$ cat src/rtl/divider_pkg.sv
// Shared types and constants for the sequential divider.
// Holds FSM state encodings, default width and counter sizing.
package divider_pkg;

  localparam int WIDTH_DEF = 8;

  typedef enum logic [1:0] {
    IDLE    = 2'd0,
    ITER    = 2'd1,
    CORRECT = 2'd2,
    DONE    = 2'd3
  } state_t;

  // Iteration counter width; never narrower than one bit.
  function automatic int cnt_w(input int w);
    return (w > 1) ? $clog2(w) : 1;
  endfunction

  localparam int CNT_W_DEF = cnt_w(WIDTH_DEF);

endpackage

$ cat src/rtl/adder_rca.sv
// W-bit ripple-carry adder: sum = a + b + cin.
// Ports: a, b (W), cin (1) in; sum (W), cout (1) out.
module adder_rca #(
  parameter int W = 9
) (
  input  logic [W-1:0] a,
  input  logic [W-1:0] b,
  input  logic         cin,
  output logic [W-1:0] sum,
  output logic         cout
);

  logic [W:0] c;

  assign c[0] = cin;

  for (genvar i = 0; i < W; i++) begin : g_fa
    assign sum[i]   = a[i] ^ b[i] ^ c[i];
    assign c[i+1]   = (a[i] & b[i]) |
                      (c[i] & (a[i] ^ b[i]));
  end

  assign cout = c[W];

endmodule

$ cat src/rtl/divider_seq.sv
// Sequential unsigned non-restoring divider, one step per cycle.
// Ports: clk, rst_b, start, dividend, divisor in;
//        ready, done, quotient, remainder, div_by_zero out.
module divider_seq
  import divider_pkg::*;
#(
  parameter int WIDTH = WIDTH_DEF
) (
  input  logic             clk,
  input  logic             rst_b,
  input  logic             start,
  input  logic [WIDTH-1:0] dividend,
  input  logic [WIDTH-1:0] divisor,
  output logic             ready,
  output logic             done,
  output logic [WIDTH-1:0] quotient,
  output logic [WIDTH-1:0] remainder,
  output logic             div_by_zero
);

  localparam int CW = cnt_w(WIDTH);
  localparam logic [CW-1:0] LAST = CW'(WIDTH - 1);

  state_t           state;
  logic [WIDTH:0]   a;
  logic [WIDTH:0]   m;
  logic [WIDTH-1:0] q;
  logic [CW-1:0]    count;

  logic [WIDTH:0]   shifted;
  logic [WIDTH:0]   x;
  logic [WIDTH:0]   y;
  logic [WIDTH:0]   sum;
  logic [WIDTH:0]   corr;
  logic             cin;
  logic             add_cout_unused;

  // Single shared adder: ITER adds/subtracts M to shifted A,
  // CORRECT adds M back to A.
  always_comb begin
    shifted = {a[WIDTH-1:0], q[WIDTH-1]};
    x       = a;
    cin     = 1'b0;
    if (state == ITER) begin
      x   = shifted;
      cin = ~a[WIDTH];
    end
    y = cin ? ~m : m;
  end

  adder_rca #(
    .W (WIDTH + 1)
  ) u_add (
    .a    (x),
    .b    (y),
    .cin  (cin),
    .sum  (sum),
    .cout (add_cout_unused)
  );

  // Negative partial remainder gets M added back once.
  assign corr = a[WIDTH] ? sum : a;

  assign ready = (state == IDLE);
  assign done  = (state == DONE);

  always_ff @(posedge clk) begin
    if (!rst_b) begin
      state       <= IDLE;
      count       <= '0;
      a           <= '0;
      q           <= '0;
      m           <= '0;
      quotient    <= '0;
      remainder   <= '0;
      div_by_zero <= 1'b0;
    end else begin
      unique case (state)
        IDLE: begin
          if (start) begin
            if (divisor == '0) begin
              quotient    <= '1;
              remainder   <= dividend;
              div_by_zero <= 1'b1;
              state       <= DONE;
            end else begin
              a           <= '0;
              q           <= dividend;
              m           <= {1'b0, divisor};
              count       <= '0;
              div_by_zero <= 1'b0;
              state       <= ITER;
            end
          end
        end
        ITER: begin
          a     <= sum;
          q     <= {q[WIDTH-2:0], ~sum[WIDTH]};
          count <= count + 1'b1;
          if (count == LAST) state <= CORRECT;
        end
        CORRECT: begin
          a         <= corr;
          quotient  <= q;
          remainder <= corr[WIDTH-1:0];
          state     <= DONE;
        end
        DONE: begin
          state <= IDLE;
        end
        default: state <= IDLE;
      endcase
    end
  end

endmodule

$ cat config.mk
export PLATFORM = sky130hd
export DESIGN_NAME = divider_seq
export DESIGN_NICKNAME = d
export VERILOG_FILES = /design/src/rtl/divider_pkg.sv /design/src/rtl/adder_rca.sv /design/src/rtl/divider_seq.sv
export SDC_FILE = /design/constraint.sdc
export NUM_CORES = 1
export LEC_CHECK = 0
export BUFFER_PORTS_ARGS = -buffer_cell sky130_fd_sc_hd__buf_4
export CAP_MARGIN = 10
export CORE_ASPECT_RATIO = 0.9
export CORE_MARGIN = 3
export CORE_UTILIZATION = 55
export CTS_CLUSTER_SIZE = 25
export DETAILED_ROUTE_END_ITERATION = 7
export GPL_TIMING_DRIVEN = 0
export PLACE_DENSITY = 0.74
export SETUP_SLACK_MARGIN = 0.1
export SLEW_MARGIN = 20
export SYNTH_ARGS = -nofsm -noshare
export SYNTH_HDL_FRONTEND = slang
export SYNTH_SLANG_ARGS = --single-unit
$ cat constraint.sdc
create_clock -name clk -period 14.4 [get_ports clk]
set_input_delay 0.72 -clock clk [delete_from_list [all_inputs] [get_ports clk]]
set_output_delay 0.72 -clock clk [all_outputs]
set_load 0.05 [all_outputs]
# Yosys cells after proc, flatten, opt, wreduce, memory -nomap -nowiden
# Index checks and enable logic that the tools add are counted.
# Widths: inputs -> output; s select.
[op_classes] addsub=1 eq_ne=8 muxes=24 n_reduce_logical=11 bitwise=46
[op_table] cell="$mux 8" n=6
[op_table] cell="$pmux 8 s2" n=3
[op_table] cell="$mux 9" n=5
[op_table] cell="$pmux 9 s3" n=1
[op_table] cell="$xor 1x1->1" n=18
[op_table] cell="$and 1x1->1" n=16
[op_table] cell="$reduce_and 3->1" n=4
[op_table] cell="$not 8->9" n=1
[op_table] cell="$logic_not 8->1" n=1
[op_table] cell="$or 1x1->1" n=8
[op_table] cell="$pmux 2 s4" n=1
[op_table] cell="$mux 2" n=3
[op_table] cell="$mux 3" n=2
[op_table] cell="$pmux 3 s2" n=1
[op_table] cell="$eq 2x2->1 const B" n=2
[op_table] cell="$ne 2x1->1 const B" n=2
[op_table] cell="$ne 2x2->1 const B" n=2
[op_table] cell="$reduce_and 2->1" n=2
[op_table] cell="$reduce_bool 2->1" n=2
[op_table] cell="$add 3x1->3 const B" n=1
[op_table] cell="$eq 3x3->1 const B" n=1
[op_table] cell="$not 1->1" n=3
[op_table] cell="$reduce_bool 3->1" n=1
[op_table] cell="$eq 2x1->1 const B" n=1
[op_table] cell="other kinds (2)" n=3
[totals] output_inout_bits=19 input_bits=19 wordCells=98 register_bits=47

# Longest topological paths before layout
[depth] word_depth=23 depth_mapped=18 mapped_depth_nobuf=17

# Cells and area by module
# Synthesis repeated with hierarchy kept, for this count alone.
[hier_totals] cells_unflattened=292 area_unflattened_um2=2637.5
[modules_own_cells] mod="divider_seq" seq_area_each_um2=940.9 instances=1 cells_each=273 area_per_inst_um2=2419.8
[modules_own_cells] mod="adder_rca" seq_area_each_um2=0.0 instances=1 cells_each=19 area_per_inst_um2=217.7

# Least setup slack after synthesis
# No wires, ideal clock.
[synth_path] path_type="flip-flop to flip-flop" start="register state[1]" end="register a[7]" required_ps=14330 arrival_ps=4848 synth_period_minus_slack_ps=4918 setup_time_ps=70 setup_slack_ps=9482 n_path_buf=2 path_stages_with_launch=18 path_cell_list="dfxtp_1 inv_1 ha_1 buf_2 buf_1 mux2_2 fa_1 fa_1 fa_1 fa_1 fa_1 fa_1 inv_1 fa_1 nand2_1 o211ai_1 a221o_1 a21oi_1"
[synth_via] elab_chain_len=21 word_cells_on_any_way=42 classes_between="eq/ne (4); mux (5); bitwise (30); reduce/logical (3)"
[synth_lines] element="start: declaration" line_no="divider_seq.sv:24" text="state_t state;"
[synth_lines] element="start signal: assignment" line_no="divider_seq.sv:69" text="state <= IDLE;"
[synth_lines] element="start signal: assignment" line_no="divider_seq.sv:85" text="state <= DONE;"
[synth_lines] element="start signal: assignment" line_no="divider_seq.sv:92" text="state <= ITER;"
[synth_lines] element="$eq 2x1->1" line_no="divider_seq.sv:44, divider_seq.sv:78"
[synth_lines] element="$mux 1" line_no="divider_seq.sv:44" text="if (state == ITER) begin"
[synth_lines] element="$mux 9" line_no="divider_seq.sv:48" text="y = cin ? ~m : m;"
[synth_lines] element="$xor 1x1->1" line_no="adder_rca.sv:20" text="(c[i] & (a[i] ^ b[i]));"
[synth_lines] element="$and 1x1->1" line_no="adder_rca.sv:20"
[synth_lines] element="$or 1x1->1" line_no="adder_rca.sv:19" text="assign c[i+1] = (a[i] & b[i]) |"
[synth_lines] element="$and 1x1->1" line_no="adder_rca.sv:20"
[synth_lines] element="$or 1x1->1" line_no="adder_rca.sv:19"
[synth_lines] element="[5 not listed]"
[synth_lines] element="$or 1x1->1" line_no="adder_rca.sv:19"
[synth_lines] element="$and 1x1->1" line_no="adder_rca.sv:20"
[synth_lines] element="$or 1x1->1" line_no="adder_rca.sv:19"
[synth_lines] element="$and 1x1->1" line_no="adder_rca.sv:20"
[synth_lines] element="$or 1x1->1" line_no="adder_rca.sv:19"
[synth_lines] element="$xor 1x1->1" line_no="adder_rca.sv:18" text="assign sum[i] = a[i] ^ b[i] ^ c[i];"
[synth_lines] element="$mux 9" line_no="divider_seq.sv:62" text="assign corr = a[WIDTH] ? sum : a;"
[synth_lines] element="$pmux 9 s3" line_no="divider_seq.sv:78" text="unique case (state)"
[synth_lines] element="end signal: assignment" line_no="divider_seq.sv:97" text="a <= sum;"
[synth_lines] element="end signal: assignment" line_no="divider_seq.sv:103" text="a <= corr;"
[synth_lines] element="end: declaration" line_no="divider_seq.sv:25" text="logic [WIDTH:0] a;"
# Several ways; a longest one is shown, not always the timed one.
# A chain may end at the register's enable or synchronous reset.

# Final worst setup path
# Ends and elaborated chain as after synthesis.

==> reports/results.ini <==
[flow_run]
maxCapViolCount=0

[timing]
timing.clock.skew_ns=0.01058
tcrit_tclk_final=0.3898
final.setup.tns_ns=0
finalWorstSetupSlack_ns=8.787
timing.fmax_mhz=178.1
timing.final.max_slew_violations=0
hold-worst-slack_ns=0.4763
finalCriticalPeriod_ns=5.613
relSlewSlack=0.6136
tightestPinTransition_ns=0.5796
setup_violations=0
finalHoldViolations=0
grt_setup_unrepaired=false

[cts]
cts.clk_slew.worst_paths_ns=0.09
worst_skew_pair.late_latency_ns=0.31
clk_path_buf_depth=2
numClockSinks=47
post_cts_hold_buffer_count=0
cts_max_level=2
cts_root_buffer=sky130_fd_sc_hd__clkbuf_8
cts_repair_resize_count=0
tritoncts.num_buffers=5
post_cts.repair.setup_buffers=0
tritoncts=built

[layout]
layout-drive-gt1-share=0.2299
final_nets=379
num_antenna_cells=0
synthToLayoutAreaGrowth_pct=17.36
mostFrequentLayoutCells=47 x sky130_fd_sc_hd__dfxtp_1, 39 x sky130_fd_sc_hd__buf_4, 27 x sky130_fd_sc_hd__a21oi_1, 25 x sky130_fd_sc_hd__nand2_1, 24 x sky130_fd_sc_hd__nor2_1
fillers=404
multi_input_area_um2=1583
layout.area.seq_um2=940.9
finish.utilization=0.6946
leading_cell_type_in_the_layout_fill_and_taps_excluded=sky130_fd_sc_hd__dfxtp_1

[critical_path]
critical_path.endpoint_type=flip-flop
crit_path_max_incr_delay_ns=0.48
path_delay_family=adder cells
timing.critical_path.mode_cell=sky130_fd_sc_hd__fa_1
arr_time_crit_path_ns=5.85
critical_path_class=flip-flop to flip-flop
timing.critical_path.buf_inv=4
path_cells=inv_1 -> ha_1 -> buf_2 -> buf_1 -> mux2_2 -> fa_1 -> fa_1 -> fa_1 -> fa_1 -> fa_1 -> fa_1 -> inv_1 -> fa_1 -> nand2_1 -> o211ai_1 -> a221o_1 -> a21oi_1
crit_path_slowest_cell=sky130_fd_sc_hd__buf_1
worst_setup_sp_type=flip-flop
worstPathMaxFanout=10
critPathRequiredTime_ns=14.64

[grt]
grt_util_all_layers=0.2549
grt_overflow_total=0
grt_antenna_before_repair=0
maximum_number_of_pins_on_one_net_before_global_route_repair=15
grt_pass1_vias=2286
grt_pass1_wl_mm=11.37

[min_path]
min-delay-path-class=flip-flop to flip-flop

[placement]
placement.setup.worst_slack_ns=8.919
place.detailed.hpwl_mm=5.216
gpl.final_weighted_congestion=0.9332
io_buffers=37

[yosys]
synthesis.nets=335
synth-warning-count=0
synth_top_area_share=0.3453
synth-seq-area-share=0.3453
synth_seq_cells=47
number_of_standard_cells_after_synthesis=303
synth_cell_type_count=43
syn_area_um2=2725
netlist.top_cell.by_area=sky130_fd_sc_hd__dfxtp_1
biggest_area_contributors_in_the_synthesized_netlist=sky130_fd_sc_hd__dfxtp_1 35%, sky130_fd_sc_hd__mux2i_1 7.3%, sky130_fd_sc_hd__fa_1 5.1%, sky130_fd_sc_hd__a21oi_1 5.0%, sky130_fd_sc_hd__nand2_1 3.4%
synth.avg_cell_area_um2=8.994

[power]
power_density_nw_per_um2=200.2
post-layout-total-power_mw=0.6403
peakVddDrop_v=0.0001154
cellLeakagePower_nw=1.247

[detailed_routing]
final_antenna_violating_net_count=0
wirelength_mm=6.934
drt_iter0_markers=172
routed_wire_length_per_instance_um=16.91
avgViaCountPerCell=5.780
num_vias=2370
drt-pass1-iter-count=4
detail_route.drc_violations=0

[floorplan]
dieWidth_um=80.20
start_util=0.5918
die_outline_area_um2=5836
fp-row-count=23
die_height_um=72.78
design.portCount=38
core-area_um2=4604

[run_status]
outcome=finished clean

## layer usage
metal  share of wire  vias up  wire length, um  track usage
met3           0.069       13              480      0.05309
met1            0.46     1108             3199       0.3522
met5               0        -                0            0
met2            0.45       84             3128       0.3888
li1                -     1165                -            -
met4           0.018        0              125       0.1051
## worst register-to-register path, cell delays in order, from the launching register on
cell                       delay, ns
sky130_fd_sc_hd__dfxtp_1        0.35
sky130_fd_sc_hd__inv_1          0.08
sky130_fd_sc_hd__ha_1           0.27
sky130_fd_sc_hd__buf_2          0.26
sky130_fd_sc_hd__buf_1          0.48
sky130_fd_sc_hd__mux2_2         0.42
sky130_fd_sc_hd__fa_1           0.45
sky130_fd_sc_hd__fa_1           0.40
sky130_fd_sc_hd__fa_1           0.41
sky130_fd_sc_hd__fa_1           0.39
sky130_fd_sc_hd__fa_1           0.42
sky130_fd_sc_hd__fa_1           0.41
sky130_fd_sc_hd__inv_1          0.09
sky130_fd_sc_hd__fa_1           0.43
sky130_fd_sc_hd__nand2_1        0.08
sky130_fd_sc_hd__o211ai_1       0.13
sky130_fd_sc_hd__a221o_1        0.32
sky130_fd_sc_hd__a21oi_1        0.14
## cell usage after synthesis (all sizes together)
cell type and n:
dfxtp 47, a21oi 27, nor2 27, nand2 25, mux2i 20, inv 17
buf 16, nand3 12, nand2b 11, a211oi 9, a311oi 9, a221o 8
nor3 8, xnor2 8, fa 7, clkbuf 6, ha 6, mux2 6
o211ai 4, a211o 3, and2 3, o21ai 3, or2 3, a2bb2oi 2
nand4 2, nor4 2, o31ai 2, a21bo 1, a21boi 1, a22oi 1
a31oi 1, a32o 1, clkinv 1, nand3b 1, o211a 1, o221ai 1
xor2 1
## report_power, final
part	switching, mW	internal, mW	leakage, nW
Sequential	0.0214	0.158	0.383
Clock	0.0473	0.0562	0.0612
Combinational	0.226	0.131	0.802
Total	0.295	0.346	1.25
## final cells by class
cell class                 count  share of cell area
clock buffer                   6             0.02582
sequential                    47              0.2942
inverter                      18             0.02113
timing repair buffer          37             0.08685
clock inverter                 2             0.01095
multi-input combinational    216              0.4949
buffer                        22             0.04186
tap                           62             0.02426
## flip-flops by register name (all words and copies together), names as in the netlist
register     count
a                9
count            3
div_by_zero      1
m                8
q                8
quotient         8
remainder        8
state            2
## cells by family (layout without fill, tap and decap cells)
| group | after synthesis | after routing | share of synthesized area |
|---|---|---|---|
| muxes | 26 | 26 | 0.09825 |
| and+or+nand+nor | 94 | 94 | 0.1731 |
| DFF | 47 | 47 | 0.3453 |
| xor gates and xnor gates | 9 | 9 | 0.02893 |
| adders and majority gates | 13 | 13 | 0.07897 |
| buffers and inverters | 40 | 85 | 0.07392 |
| AOI/OAI and AO/OA | 74 | 74 | 0.2016 |
## stage by stage
step	cells	instance area, um^2
floorplan	303	2725
global placement	402	3080
detailed placement	402	3080
CTS	410	3198
global route	410	3198
finish	410	3198
## path summary, 6_finish.rpt
path / startpoint / endpoint / slack [ns] / cells after the start
max: state[1]$_SDFFE_PN0P_ / a[7]$_SDFFE_PN0P_ / 8.79 / 17
min: m[5]$_SDFFE_PN0P_ / m[5]$_SDFFE_PN0P_ / 0.48 / 2
max reg2reg: state[1]$_SDFFE_PN0P_ / a[7]$_SDFFE_PN0P_ / 8.79 / 17
min reg2reg: m[5]$_SDFFE_PN0P_ / m[5]$_SDFFE_PN0P_ / 0.48 / 2
Power figures use the tool's default switching activity.
